**config.mk**
```make
export PLATFORM = sky130hd
export DESIGN_NAME = alu_operand_stage
export DESIGN_NICKNAME = d
export VERILOG_FILES = /design/src/rtl/alu_operand_pkg.sv /design/src/rtl/alu_operand_stage_fwd_resolve.sv /design/src/rtl/alu_operand_stage.sv
export SDC_FILE = /design/constraint.sdc
export NUM_CORES = 1
export LEC_CHECK = 0
export CAP_MARGIN = 20
export CORE_MARGIN = 8
export CORE_UTILIZATION = 36
export CTS_CLUSTER_DIAMETER = 80
export DETAILED_ROUTE_END_ITERATION = 7
export PLACE_DENSITY = 0.88
export SYNTH_ARGS = -nofsm -noshare
export SYNTH_HDL_FRONTEND = slang
export SYNTH_SLANG_ARGS = --single-unit
```
**constraint.sdc**
```tcl
create_clock -name clk -period 1.75 [get_ports clk]
set_input_delay 0.35 -clock clk [delete_from_list [all_inputs] [get_ports clk]]
set_output_delay 0.35 -clock clk [all_outputs]
set_load 0.02 [all_outputs]
```
**src/rtl/alu_operand_pkg.sv**
```systemverilog
// Shared types and constants for the ALU operand-selection stage.
// Select codes mirror the decoder's 2-bit alu_a_src / alu_b_src fields.
package alu_operand_pkg;

    localparam int XLEN_DEF   = 32;
    localparam int REG_AW_DEF = 5;
    localparam int FOUR_VAL   = 4;

    typedef enum logic [1:0] {
        A_RS1  = 2'b00,
        A_PC   = 2'b01,
        A_ZERO = 2'b10,
        A_RSV  = 2'b11
    } a_src_e;

    typedef enum logic [1:0] {
        B_RS2  = 2'b00,
        B_IMM  = 2'b01,
        B_FOUR = 2'b10,
        B_RSV  = 2'b11
    } b_src_e;

endpackage

```
**src/rtl/alu_operand_stage_fwd_resolve.sv**
```systemverilog
// Priority forwarding for one source register: source 0 (youngest) wins,
// and x0 always reads as zero with no hit.
module fwd_resolve #(
    parameter int XLEN      = 32,
    parameter int REG_AW    = 5,
    parameter int FWD_PORTS = 2
) (
    input  logic [REG_AW-1:0]           addr,
    input  logic [XLEN-1:0]             ru_data,
    input  logic [FWD_PORTS-1:0]        fwd_valid,
    input  logic [FWD_PORTS*REG_AW-1:0] fwd_rd,
    input  logic [FWD_PORTS*XLEN-1:0]   fwd_data,
    output logic [XLEN-1:0]             value,
    output logic                        hit
);

    always_comb begin
        // NOTE: outputs get a default before any conditional path so no latch is inferred.
        value = ru_data;
        hit   = 1'b0;
        // Walk from oldest to youngest so the lowest matching index is applied last.
        for (int i = FWD_PORTS - 1; i >= 0; i--) begin
            if (fwd_valid[i] && (fwd_rd[i*REG_AW +: REG_AW] == addr)) begin
                value = fwd_data[i*XLEN +: XLEN];
                hit   = 1'b1;
            end
        end
        if (addr == '0) begin
            value = '0;
            hit   = 1'b0;
        end
    end

endmodule

```
**src/rtl/alu_operand_stage.sv**
```systemverilog
// ID/EX operand-selection stage: forwards rs1/rs2, selects ALU A/B and store
// data, and holds the result in a one-entry valid/ready slot with stall and flush.
module alu_operand_stage
    import alu_operand_pkg::*;
#(
    parameter int XLEN      = XLEN_DEF,
    parameter int REG_AW    = REG_AW_DEF,
    parameter int FWD_PORTS = 2
) (
    input  logic                        clk,
    input  logic                        rst_n,
    input  logic                        in_valid,
    output logic                        in_ready,
    input  logic [XLEN-1:0]             pc,
    input  logic [REG_AW-1:0]           rs1_addr,
    input  logic [REG_AW-1:0]           rs2_addr,
    input  logic [XLEN-1:0]             ru_rs1,
    input  logic [XLEN-1:0]             ru_rs2,
    input  logic [XLEN-1:0]             imm,
    input  logic [1:0]                  alu_a_src,
    input  logic [1:0]                  alu_b_src,
    input  logic [FWD_PORTS-1:0]        fwd_valid,
    input  logic [FWD_PORTS*REG_AW-1:0] fwd_rd,
    input  logic [FWD_PORTS*XLEN-1:0]   fwd_data,
    input  logic                        flush,
    output logic                        out_valid,
    input  logic                        out_ready,
    output logic [XLEN-1:0]             alu_a,
    output logic [XLEN-1:0]             alu_b,
    output logic [XLEN-1:0]             store_data,
    output logic [1:0]                  fwd_hit,
    output logic                        illegal_sel
);

    logic [XLEN-1:0] rs1_val, rs2_val;
    logic            rs1_hit, rs2_hit;

    fwd_resolve #(.XLEN(XLEN), .REG_AW(REG_AW), .FWD_PORTS(FWD_PORTS)) u_rs1_fwd (
        .addr      (rs1_addr),
        .ru_data   (ru_rs1),
        .fwd_valid (fwd_valid),
        .fwd_rd    (fwd_rd),
        .fwd_data  (fwd_data),
        .value     (rs1_val),
        .hit       (rs1_hit)
    );

    fwd_resolve #(.XLEN(XLEN), .REG_AW(REG_AW), .FWD_PORTS(FWD_PORTS)) u_rs2_fwd (
        .addr      (rs2_addr),
        .ru_data   (ru_rs2),
        .fwd_valid (fwd_valid),
        .fwd_rd    (fwd_rd),
        .fwd_data  (fwd_data),
        .value     (rs2_val),
        .hit       (rs2_hit)
    );

    a_src_e a_sel;
    b_src_e b_sel;
    assign a_sel = a_src_e'(alu_a_src);
    assign b_sel = b_src_e'(alu_b_src);

    logic [XLEN-1:0] a_mux, b_mux;
    logic [1:0]      hit_mux;
    logic            ill_mux;

    always_comb begin
        a_mux = '0;
        b_mux = '0;
        unique case (a_sel)
            A_RS1:  a_mux = rs1_val;
            A_PC:   a_mux = pc;
            A_ZERO: a_mux = '0;
            A_RSV:  a_mux = '0;
        endcase
        unique case (b_sel)
            B_RS2:  b_mux = rs2_val;
            B_IMM:  b_mux = imm;
            B_FOUR: b_mux = XLEN'(FOUR_VAL);
            B_RSV:  b_mux = '0;
        endcase
        // rs2 always feeds store data, so its hit is reported regardless of alu_b_src.
        hit_mux = {rs2_hit, rs1_hit && (a_sel == A_RS1)};
        ill_mux = (a_sel == A_RSV) || (b_sel == B_RSV);
    end

    logic            valid_q, valid_d;
    logic [XLEN-1:0] alu_a_q, alu_a_d;
    logic [XLEN-1:0] alu_b_q, alu_b_d;
    logic [XLEN-1:0] store_q, store_d;
    logic [1:0]      hit_q, hit_d;
    logic            ill_q, ill_d;
    logic            capture;

    assign in_ready = !valid_q || out_ready;
    assign capture  = in_valid && in_ready && !flush;

    always_comb begin
        valid_d = valid_q;
        alu_a_d = alu_a_q;
        alu_b_d = alu_b_q;
        store_d = store_q;
        hit_d   = hit_q;
        ill_d   = ill_q;
        if (flush) begin
            valid_d = 1'b0;
        end else if (capture) begin
            valid_d = 1'b1;
            alu_a_d = a_mux;
            alu_b_d = b_mux;
            store_d = rs2_val;
            hit_d   = hit_mux;
            ill_d   = ill_mux;
        end else if (out_ready) begin
            valid_d = 1'b0;
        end
    end

    // NOTE: the datapath registers are reset too, since every output has a defined reset value.
    always_ff @(posedge clk or negedge rst_n) begin
        if (!rst_n) begin
            valid_q <= 1'b0;
            alu_a_q <= '0;
            alu_b_q <= '0;
            store_q <= '0;
            hit_q   <= '0;
            ill_q   <= 1'b0;
        end else begin
            // NOTE: non-blocking assignments keep every register sampling pre-edge values.
            valid_q <= valid_d;
            alu_a_q <= alu_a_d;
            alu_b_q <= alu_b_d;
            store_q <= store_d;
            hit_q   <= hit_d;
            ill_q   <= ill_d;
        end
    end

    assign out_valid   = valid_q;
    assign alu_a       = alu_a_q;
    assign alu_b       = alu_b_q;
    assign store_data  = store_q;
    assign fwd_hit     = hit_q;
    assign illegal_sel = ill_q;

endmodule

```
Word-level counts from Yosys, hierarchy flattened
Index checks and enable logic that the tools add are counted.
{"block": "totals", "regBits": 100, "inputBits": 223, "output_inout_bits": 101, "word_cells": 52}
{"block": "op_classes", "eq_ne": 10, "mux": 17, "bitwise_logic": 1, "reduce_logical": 18}
{"op": "32-bit two-way mux", "n": 6}
{"op": "32-bit case mux with 4 select lines", "n": 1}
{"op": "32-bit case mux with 3 select lines", "n": 1}
{"op": "5-bit == test", "n": 4}
{"op": "5-bit logical NOT", "n": 2}
{"op": "1-bit two-way mux", "n": 9}
{"op": "2-bit == test (second input constant)", "n": 4}
{"op": "1-bit logical AND", "n": 7}
{"op": "2-bit by 1-bit == test with 1-bit output (second input constant)", "n": 2}
{"op": "2-bit logical NOT", "n": 2}
{"op": "3-bit nonzero test", "n": 1}
{"op": "1-bit logical NOT", "n": 2}
{"op": "1-bit logical OR", "n": 2}
{"op": "2-bit AND reduction", "n": 1}
{"op": "2-bit OR reduction", "n": 1}
{"op": "1-bit inverter", "n": 1}

Depth between registers and ports, before layout
Gate-level depths: netlist of the first run.
{"block": "depth", "word_depth": 6, "ltp_mapped": 8, "depth_no_buf": 6}

By module
A second synthesis of the first run with hierarchy kept.
{"block": "unflattened", "cells_unflattened": 758, "hier_area_um2": 7292.0}
{"mod": "alu_operand_stage", "instances": 1, "cells_per_inst": 362, "area_per_inst_um2": 4782.1, "seq_area_each_um2": 2502.4}
{"mod": "fwd_resolve", "instances": 2, "cells_per_inst": 198, "area_per_inst_um2": 1255.0, "seq_area_each_um2": 0.0}

Worst setup path after synthesis of the first run
OpenSTA, ideal clock, no wires.
{"block": "synth_path", "path_type": "register to register", "start": "register valid_q, in the netlist out_valid", "end": "register alu_b_q[0], in the netlist alu_b[0]", "setup_time_ns": 0.087, "arrival_ns": 1.769, "required_time_ns": 1.663, "setup_slack_ns": -0.105, "stages_incl_launch_ff": 8, "n_path_buf": 1, "synth_period_minus_slack_ns": 1.855, "cell_sequence": "dfrtp_1 -> nor2b_1 -> inv_1 -> nand3b_2 -> nor4b_2 -> nand2_1 -> clkbuf_1 -> o211ai_1"}
{"block": "synth_between", "elab_chain_cells": 5}
{"item": "start: declaration", "line_no": "alu_operand_stage.sv:87", "rtl": "logic valid_q, valid_d;"}
{"item": "start signal: assignment", "line_no": "alu_operand_stage.sv:130", "rtl": "valid_q <= valid_d;"}
{"item": "1-bit logical NOT", "line_no": "alu_operand_stage.sv:95", "rtl": "assign in_ready = !valid_q || out_ready;"}
{"item": "1-bit logical OR", "line_no": "alu_operand_stage.sv:95"}
{"item": "net in_ready", "line_no": "alu_operand_stage.sv:13", "rtl": "output logic in_ready,"}
{"item": "1-bit logical AND (2 in series)", "line_no": "alu_operand_stage.sv:96", "rtl": "assign capture = in_valid && in_ready && !flush;"}
{"item": "2-bit AND reduction (no line)"}
{"item": "end signal: assignment", "line_no": "alu_operand_stage.sv:132", "rtl": "alu_b_q <= alu_b_d;"}
{"item": "end: declaration", "line_no": "alu_operand_stage.sv:89", "rtl": "logic [XLEN-1:0] alu_b_q, alu_b_d;"}
The timed path passes the listed nets, and every way through them passes these cells.
A chain may end at the register's enable or synchronous reset.

Worst setup path in the final report of the first run
{"block": "layout_path", "start": "register store_q[4], in the netlist store_data[4]", "end": "output port store_data[4]"}
{"item": "start: declaration", "line_no": "alu_operand_stage.sv:90", "rtl": "logic [XLEN-1:0] store_q, store_d;"}
{"item": "start signal: assignment", "line_no": "alu_operand_stage.sv:133", "rtl": "store_q <= store_d;"}
{"item": "end: declaration", "line_no": "alu_operand_stage.sv:30", "rtl": "output logic [XLEN-1:0] store_data,"}
No word-level cell between the ends.

==> results.ini, run 1 <==
[run_status]
outcome = finished, final reports clean

[run]
cap_violations = 0

[synth]
syn_inst = 643
synthTopCellsByArea = dfrtp_1 (41%), a21oi_1 (5.2%), o211ai_1 (5.2%)
synth_adder_area_share_pct = 0
synthFlopType = dfrtp_1
synthesis.area_um2 = 6060
synth_top_family_by_area = compound AO/OA/AOI/OAI gates
synth_seq_area_share_pct = 41.30
async_flop_share_pct = 100.0
synth_mux_area_share_pct = 8.672
synth-compound-area-share_pct = 23.58
yosysTopAreaCell = dfrtp_1
ys_ff_latch = 100
ys_types = 43
synth_top_area_share_pct = 41.30
yosysWarnings = 0
syn_nets = 866
synth_xor_area_share_pct = 2.891
synth_edf_count = 0
synth.avg_cell_area_um2 = 9.424
yosys.area_share.simple_pct = 18.60

[sta]
timing.fmax_mhz = 571.4
tightest_slew_ns = 0.4495
max_slew_margin_pct = 69.94
holdWs_ns = 0.4223
period_needed_ns = 1.750
min_period_over_period_pct = 100.0
skew_ns = 0.008928
hold_viol = 0
rsz0062_at_grt = true
drv_slew = 0
setup_viol = 0

[worst_setup_path]
arrival_ns = 1.40
slowest_stage = clkdlybuf4s50_1
cp.required_ns = 1.40
crit_type = flop to output port
critPathMaxFanout = 2
crit_buf_inv = 1
cpLargestDelayFamily = buffers and inverters
critPathMaxStageDelay_ns = 0.67
crit_chain = clkdlybuf4s50_1
endpoint_kind = output port
cp-start-kind = flop

[global_route]
grt_first_pass_wirelength_um = 44860
grt_max_degree = 43
antenna_found_initial = 3
grt_pass1_vias = 7741
grt_overflow = 0
grt_use_total_pct = 26.83

[die]
die_w_um = 145.7
core_region_area_um2 = 16520
initial_core_util_pct = 36.67
num_rows = 47
io_pins = 324
die_h_um = 145.7
dieArea_um2 = 21240

[drt]
vias = 7473
wirelength_um = 31640
ant_nets = 0
drt-pass1-iter-count = 6
route.met2.wl_um = 14910
wl_met3_um = 3085
wl_per_cell_um = 25.29
wl_met1_um = 11990
initialDrtViolationCount = 742
route.detailed.drc = 0
avgViaCountPerCell = 5.974
routed.top_layer = met4

[layout]
nFillCells = 1230
layout.cells.most_common_list = clkdlybuf4s50_1 (285), dfrtp_1 (100), nor2_1 (65)
postLayoutCoreUtil_pct = 67.88
final_area_um2 = 11220
drive_above_1_share_pct = 20.62
area_delta_synth_final_pct = 85.11
layout_commonest_cell = clkdlybuf4s50_1
nNetsFinal = 1246

[place]
post_dp_cell_area_um2 = 10110
dp_hpwl_um = 22260
place_congestion = 1.000
port_buffers = 323

[clock_tree]
cts_inserted_buffers = 9
insertion_delay_ns = 0.35
clk_path_buf_depth = 2
cts.sinks = 100
path_clk_slew_ns = 0.07
h-tree-depth = 3
cts_tree = built
cts-root-buf = clkbuf_16

[power_and_ir_drop]
power_leakage_nw = 4.918
ir_drop_mv = 0.4716
pwr_density_cell_nw_per_um2 = 746.7

[hold_path]
hp-class = primary input to asynchronous set/reset pin

-- synth_stat cells, drive strengths merged (2+ instances only) --
cell type and count:
dfrtp 100, nor2 71, a21oi 63, o211ai 42, nand2 40, and3 36, clkbuf 31, buf 26
nand3 24, a221oi 23, mux2 22, nand4 22, a221o 21, mux2i 21, o31ai 21, o21ai 14
xor2 14, and2 13, o22ai 11, nor3 6, xnor2 6, nor2b 3, a21boi 2, inv 2
nor4 2
-- logic make-up after synthesis --
family          after synthesis
compound gates              199
buf+inv                      59
simple gates                222
flops                       100
xor+xnor                     20
mux                          43
-- sequential cells by signal, summed over array words and instances, names as in the netlist --
signal and flops:
out_valid 1, alu_b 32, illegal_sel 1, store_data 32, fwd_hit 2, alu_a 32
-- per-stage QoR --
stage,cells,TNS [ns],power [mW],worst slack (ns)
3_3_place_gp,1202,-54.45,5.796,-0.6777
5_1_grt,1251,-0.9221,8.658,-0.07184
3_5_place_dp,1202,-55.81,5.854,-0.7036
2_1_floorplan,643,-0.06666,4.071,-0.006666
6_report,1251,0,8.376,0.000007883
4_1_cts,1230,-0.02350,8.264,-0.008886
-- report_power, final --
group | internal [mW] | switching, mW
sequential | 2.66 | 0.220
clock | 1.41 | 0.986
combinational | 1.60 | 1.50
total | 5.67 | 2.70
-- cell type report --
class / count / area [um^2] / area share, %
antenna: 3 / 7.507 / 0.06693
clock inverter: 7 / 122.6 / 1.093
tap: 220 / 275.3 / 2.454
sequential: 100 / 2502 / 22.31
inverter: 2 / 7.507 / 0.06693
clock buffer: 9 / 225.2 / 2.008
timing repair buffer: 425 / 4484 / 39.98
multi-input combinational: 485 / 3592 / 32.02
-- metal layers --
layer | vias to the layer above | GRT usage (%)
li1 | 3195 | -
met1 | 3588 | 32.47
met4 | 0 | 15.72
met2 | 572 | 42.70
met3 | 118 | 6.592
met5 | - | 0
-- final timing paths --
check	end	slack (ns)	start	cells past startpoint
hold / removal	store_data[30]$_DFFE_PN0P_	0.42	rst_n	2
hold reg to reg	store_data[21]$_DFFE_PN0P_	0.49	store_data[21]$_DFFE_PN0P_	2
max in group asynchronous	alu_b[14]$_DFFE_PN0P_	0.75	rst_n	3
setup / recovery	store_data[4]	0.000008	store_data[4]$_DFFE_PN0P_	1
setup reg to reg	alu_a[17]$_DFFE_PN0P_	0.02	out_valid$_DFFE_PN0P_	9
min in group clk	out_valid$_DFFE_PN0P_	0.45	in_valid	4
-- what timing repair did --
item	4_1_cts	5_1_grt
setup endpoints to repair	104	104
endpoints found under the hold margin	15	0
pin swaps	18	42
resized for setup	71	76
buffers inserted	8	8
hold buffers	1	0
cloned	3	11
(Power assumes the default switching activity.)
==> run 2, diff against run 1 <==
--- a/config.mk
+++ b/config.mk
@@ -14,3 +14,4 @@
 export SYNTH_ARGS = -nofsm -noshare
 export SYNTH_HDL_FRONTEND = slang
 export SYNTH_SLANG_ARGS = --single-unit
+export TNS_END_PERCENT = 10
==> results.ini, run 2 (synthesis gave the netlist of run 1 again) <==
[global_route]
grt_use_total_pct = 29.00  ; +2.2 points
grt_first_pass_wirelength_um = 48040  ; +7.1%
grt_pass1_vias = 8083  ; +4.4%
grt_max_degree = 43  ; unchanged
antenna_found_initial = 4  ; +1
grt_overflow = 0  ; unchanged

[sta]
tightest_slew_ns = 0.4016  ; -0.04783 ns
holdWs_ns = 0.4387  ; +0.01634 ns
drv_slew = 0  ; unchanged
timing.fmax_mhz = 551.0  ; -3.6%
skew_ns = 0.008906  ; -0.00002182 ns
min_period_over_period_pct = 103.7  ; +3.7 points
setup_viol = 36  ; +36
hold_viol = 0  ; unchanged
max_slew_margin_pct = 73.14  ; +3.2 points
setup_slack_ns = -0.06476  ; -0.06476 ns
period_needed_ns = 1.815  ; +0.06476 ns
rsz0062_at_grt = true

[clock_tree]
clk_path_buf_depth = 2  ; unchanged
path_clk_slew_ns = 0.08  ; about the same
insertion_delay_ns = 0.35  ; about the same
cts_tree = built
cts-root-buf = clkbuf_16
cts_inserted_buffers = 9  ; unchanged
h-tree-depth = 3  ; unchanged
cts.sinks = 100  ; unchanged

[power_and_ir_drop]
p_int_mw = 5.712  ; +0.69%
clockPowerShare_pct = 28.0  ; -0.6 points
switching_share_pct = 32.04  ; -0.22 points
seq_power_share_pct = 34.2  ; -0.2 points
power_switching_mw = 2.693  ; -0.34%
pwr_density_cell_nw_per_um2 = 727.9  ; -2.5%
power_leakage_nw = 5.060  ; +2.9%
ir_drop_mv = 0.5139  ; +9.0%
power_frac_comb_pct = 37.8  ; +0.8 points

[layout]
layout.cells.most_common_list = clkdlybuf4s50_1 (288), dfrtp_1 (100), nor2_1 (67)
area_delta_synth_final_pct = 90.56
layout_commonest_cell = clkdlybuf4s50_1
nNetsFinal = 1265  ; +1.5%
drive_above_1_share_pct = 23.78  ; +3.2 points
nFillCells = 1205  ; -2.0%

[worst_setup_path]
crit_type = primary input to flop
crit_chain = buf_6 > buf_6 > buf_4 > xor2_2 > nor3_4 > nand2_4 > buf_12 > buf_12 > mux2_4 > a221o_1
crit_buf_inv = 5  ; +4
reg2reg_to = alu_b[9]$_DFFE_PN0P_
critPathMaxFanout = 6  ; +4
arrival_ns = 2.05  ; +0.65 ns
cpLargestDelayFamily = buffers and inverters
cp-start-kind = primary input
r2r-start = out_valid$_DFFE_PN0P_
slowest_stage = mux2_4
ff2ff_path_depth = 8  ; -1
endpoint_kind = flop
r2r_setup_slack_ns = -0.03  ; -0.05 ns
critPathMaxStageDelay_ns = 0.30  ; -0.37 ns
cp.required_ns = 1.99  ; +0.59 ns

[place]
place_ws_ns = -1.147  ; -0.4438 ns
dp_hpwl_um = 22820  ; +2.5%
place_congestion = 1.014  ; +1.4%
port_buffers = 323  ; unchanged

[die]
initial_core_util_pct = 36.67  ; unchanged
core_region_area_um2 = 16520  ; unchanged
die_h_um = 145.7  ; unchanged
num_rows = 47  ; unchanged
die_w_um = 145.7  ; unchanged
io_pins = 324  ; unchanged
dieArea_um2 = 21240  ; unchanged

[drt]
route.detailed.drc = 0  ; unchanged
wl_per_cell_um = 25.20  ; -0.36%
drt-pass1-iter-count = 5  ; -1
initialDrtViolationCount = 666  ; -10%
vias = 7460  ; -0.17%
ant_nets = 0  ; unchanged
wirelength_um = 32080  ; +1.4%
avgViaCountPerCell = 5.860  ; -1.9%

[run_status]
violations = setup timing
outcome = complete, but fails checks

[hold_path]
hp-class = primary input to asynchronous set/reset pin

[run]
cap_violations = 0  ; unchanged

-- run 2: cell types whose count changed in the layout (fill, tap and decap cells not counted), sizes merged, moves of 2 or more --
cell	previous run	this run
dlymetal6s2s	11	9
clkbuf	27	21
dlygate4sd2	9	6
diode	3	6
clkdlybuf4s50	285	288
buf	99	124
bufbuf	0	5
-- run 2: power groups by stage --
stage	clock, mW	sequential (mW)	combinational (mW)
floorplan	0	3.32	0.745
global placement	0	2.89	2.93
detailed placement	0	2.91	2.98
CTS	2.36	2.87	3.11
global route	2.46	2.91	3.35
finish	2.35	2.87	3.18
-- run 2: worst reg2reg max path: stages, from the launching register on --
cell and delay (ns):
dfrtp_1 0.39, nor2b_4 0.13, inv_2 0.07, nand3b_4 0.11, buf_12 0.16, nor4b_4 0.30
nand2_1 0.15, buf_12 0.19, o211ai_1 0.20
-- run 2: metal layers --
layer	routed length [um]	GRT usage (%)	vias to the layer above
li1	-	-	3235
met1	12640	35.39	3637
met2	15340	46.63	493
met3	2701	6.872	95
met4	1402	15.56	0
met5	0	0	-
-- run 2: how the worst max path moves through the flow --
stage,slack [ns],from,cells after the start,to
2_1_floorplan,-0.04,out_valid$_DFFE_PN0P_,7,alu_b[21]$_DFFE_PN0P_
3_3_place_gp,-1.0,fwd_rd[3],7,alu_a[11]$_DFFE_PN0P_
3_5_place_dp,-1.15,fwd_rd[3],7,alu_a[7]$_DFFE_PN0P_
4_1_cts,-0.12,out_valid$_DFFE_PN0P_,8,alu_b[10]$_DFFE_PN0P_
5_1_grt,-0.13,out_valid$_DFFE_PN0P_,8,alu_b[9]$_DFFE_PN0P_
6_report,-0.06,rs1_addr[4],10,alu_a[15]$_DFFE_PN0P_
-- run 2: area by class of cell --
type / instances / area [um^2] / share of cell area [%]
clock inverter: 4 / 78.83 / 0.6826
tap: 220 / 275.3 / 2.384
inverter: 2 / 7.507 / 0.06501
multi-input combinational: 485 / 3701 / 32.05
timing repair buffer: 444 / 4701 / 40.71
antenna: 6 / 15.01 / 0.1300
sequential: 100 / 2502 / 21.67
clock buffer: 12 / 266.5 / 2.308
-- run 2: timing repair --
action / in CTS / in global routing
gates cloned: 8 / 1
pin swaps: 59 / 13
buffers inserted: 24 / 4
hold buffers: 1 / 0
endpoints found under the hold margin: 20 / 0
gates resized for setup: 110 / 67
setup endpoints to repair: 102 / 104
-- run 2: per-stage QoR --
| step | total power [mW] | TNS (ns) | util, % | std cells | cell area, um^2 |
|---|---|---|---|---|---|
| after floorplan | 4.067 | -0.6747 | - | 643 | 6072 |
| after global placement | 5.823 | -65.12 | 61.98 | 1215 | 10240 |
| after detailed placement | 5.891 | -73.20 | 61.98 | 1215 | 10240 |
| after CTS | 8.339 | -2.205 | 68.60 | 1263 | 11340 |
| after global routing | 8.714 | -4.837 | 69.85 | 1271 | 11540 |
| final | 8.406 | -1.064 | 69.88 | 1273 | 11550 |
==> run 3, diff against run 2 <==
--- a/config.mk
+++ b/config.mk
@@ -7,10 +7,10 @@
 export LEC_CHECK = 0
 export CAP_MARGIN = 20
 export CORE_MARGIN = 8
-export CORE_UTILIZATION = 36
+export CORE_UTILIZATION = 35
 export CTS_CLUSTER_DIAMETER = 80
 export DETAILED_ROUTE_END_ITERATION = 7
-export PLACE_DENSITY = 0.88
+export PLACE_DENSITY = 0.86
 export SYNTH_ARGS = -nofsm -noshare
 export SYNTH_HDL_FRONTEND = slang
 export SYNTH_SLANG_ARGS = --single-unit
==> results.ini, run 3 (synthesis gave the netlist of run 1 again) <==
[worst_setup_path]
slowest_stage = dfrtp_1
ff2ff_path_depth = 8  ; unchanged
cp.required_ns = 2.01  ; +0.02 ns
r2r-start = out_valid$_DFFE_PN0P_
arrival_ns = 2.06  ; about the same
crit_type = flop to flop
crit_chain = nor2b_4 > inv_2 > nand3b_4 > buf_6 > nor4b_4 > nand2_2 > clkbuf_16 > o211ai_1
cp-start-kind = flop
critPathMaxFanout = 10  ; +4
reg2reg_to = alu_b[17]$_DFFE_PN0P_
endpoint_kind = flop
r2r_setup_slack_ns = -0.05  ; -0.02 ns
critPathMaxStageDelay_ns = 0.40  ; +0.10 ns

[power_and_ir_drop]
p_int_mw = 5.337  ; -6.6%
seq_power_share_pct = 36.0  ; +1.8 points
power_frac_comb_pct = 37.6  ; -0.2 points
power_switching_mw = 2.615  ; -2.9%
ir_drop_mv = 0.4439  ; -14%
pwr_density_cell_nw_per_um2 = 745.2  ; +2.4%
p_total_mw = 7.953  ; -5.4%
power_leakage_nw = 4.662  ; -7.9%
clockPowerShare_pct = 26.4  ; -1.6 points
switching_share_pct = 32.89  ; +0.85 points

[drt]
route.met2.wl_um = 14120  ; -7.9%
wl_per_cell_um = 23.64  ; -6.2%
route.detailed.drc = 0  ; unchanged
wirelength_um = 29330  ; -8.6%
routed.top_layer = met4
initialDrtViolationCount = 710  ; +6.6%
wl_met1_um = 11530  ; -8.8%
vias = 7129  ; -4.4%
wl_met3_um = 2385  ; -12%
drt-pass1-iter-count = 7  ; +2
ant_nets = 0  ; unchanged
avgViaCountPerCell = 5.745  ; -2.0%

[die]
initial_core_util_pct = 35.40  ; -1.3 points
io_pins = 324  ; unchanged
core_region_area_um2 = 17120  ; +3.6%
num_rows = 48  ; +2.1%
die_h_um = 147.6  ; +1.3%
die_w_um = 147.6  ; +1.3%
dieArea_um2 = 21780  ; +2.5%

[sta]
min_period_over_period_pct = 102.9  ; -0.76 points
hold_viol = 0  ; unchanged
timing.fmax_mhz = 555.1  ; +0.74%
tightest_slew_ns = 0.5778  ; +0.1761 ns
skew_ns = 0.01228  ; +0.003377 ns
setup_slack_ns = -0.05145  ; +0.01330 ns
rsz0062_at_grt = true
period_needed_ns = 1.801  ; -0.01330 ns
max_slew_margin_pct = 61.48  ; -12 points
drv_slew = 0  ; unchanged
setup_viol = 25  ; -31%
holdWs_ns = 0.04650  ; -0.3922 ns

[clock_tree]
cts-root-buf = clkbuf_16
cts.sinks = 100  ; unchanged
cts_inserted_buffers = 9  ; unchanged
h-tree-depth = 3  ; unchanged
clk_path_buf_depth = 2  ; unchanged
insertion_delay_ns = 0.35  ; about the same
path_clk_slew_ns = 0.07  ; about the same
cts_tree = built
cts_hold_buf = 0  ; -1

[global_route]
grt_use_total_pct = 25.94  ; -3.1 points
grt_pass1_vias = 7368  ; -8.8%
antenna_found_initial = 1  ; -3
grt_first_pass_wirelength_um = 43830  ; -8.8%
grt_max_degree = 101  ; +130%
grt_overflow = 0  ; unchanged

[layout]
layout.cells.most_common_list = clkdlybuf4s50_1 (294), dfrtp_1 (100), nor2_1 (70)
final_area_um2 = 10670  ; -7.6%
layout_commonest_cell = clkdlybuf4s50_1
nFillCells = 1428  ; +19%
drive_above_1_share_pct = 18.82  ; -5.0 points
area_delta_synth_final_pct = 76.11
nNetsFinal = 1233  ; -2.5%

[hold_path]
hp-class = primary input to asynchronous set/reset pin

[place]
dp_hpwl_um = 22210  ; -2.7%
post_dp_cell_area_um2 = 10060  ; -1.7%
place_congestion = 0.9558  ; -5.8%
place_ws_ns = -1.174  ; -0.02643 ns
port_buffers = 323  ; unchanged

[run_status]
outcome = complete, but fails checks
violations = setup timing

[run]
cap_violations = 0  ; unchanged

run 3: cell count changes in the layout (fill, tap and decap cells not counted), moves of 6 or more:
cell	change
clkdlybuf4s50_1	+6
buf_6	-11
a21oi_1	+7
a221oi_4	-6
buf_12	-15
a21oi_2	-7
a221oi_1	+10
run 3: power groups by stage:
stage | Clock [mW] | Combinational [mW] | Sequential, mW
after floorplan | 0 | 0.745 | 3.32
after global placement | 0 | 2.88 | 2.89
after detailed placement | 0 | 2.92 | 2.91
after CTS | 2.14 | 2.96 | 2.86
after global routing | 2.23 | 3.14 | 2.90
final | 2.10 | 2.99 | 2.86
run 3: worst max-delay path by stage:
stage,endpoint,cells after the start,startpoint
global placement,alu_a[14]$_DFFE_PN0P_,6,fwd_rd[3]
detailed placement,alu_a[7]$_DFFE_PN0P_,6,fwd_rd[3]
floorplan,alu_b[21]$_DFFE_PN0P_,7,out_valid$_DFFE_PN0P_
finish,alu_b[17]$_DFFE_PN0P_,8,out_valid$_DFFE_PN0P_
CTS,alu_b[30]$_DFFE_PN0P_,8,fwd_rd[1]
global route,alu_b[15]$_DFFE_PN0P_,8,out_valid$_DFFE_PN0P_
run 3: stage by stage:
step	util (%)	cells	TNS, ns
detailed placement	58.79	1212	-75.73
global placement	58.79	1212	-68.85
finish	62.35	1241	-0.6448
floorplan	-	643	-0.6747
global route	62.35	1241	-3.726
CTS	61.74	1235	-4.215
run 3: layer usage:
metal,global-route usage (%),vias up
met1,31.90,3443
met2,43.07,435
met3,5.044,82
met4,12.09,0
met5,0,-
li1,-,3169
run 3: area by class of cell:
type                       instances  area (um^2)  area share [%]
antenna                            1        2.502         0.02345
clock buffer                      10        229.0           2.146
clock inverter                     6        71.32          0.6683
inverter                           2        7.507         0.07035
multi-input combinational        485         3497           32.77
sequential                       100         2502           23.45
tap                              225        281.5           2.638
timing repair buffer             412         4080           38.23
run 3: worst max-delay path, delay by kind of cell, from the launching register on:
kind | cells | cell delay, ns
buf+inv | 3 | 0.44
compound gates | 1 | 0.17
simple gates | 4 | 0.71
flops | 1 | 0.40
run 3: timing repair:
| action | in CTS | in global routing |
|---|---|---|
| resized for setup | 62 | 43 |
| pin swaps | 39 | 26 |
| gates cloned | 1 | 1 |
| setup endpoints to repair | 103 | 99 |
| buffers inserted | 6 | 4 |
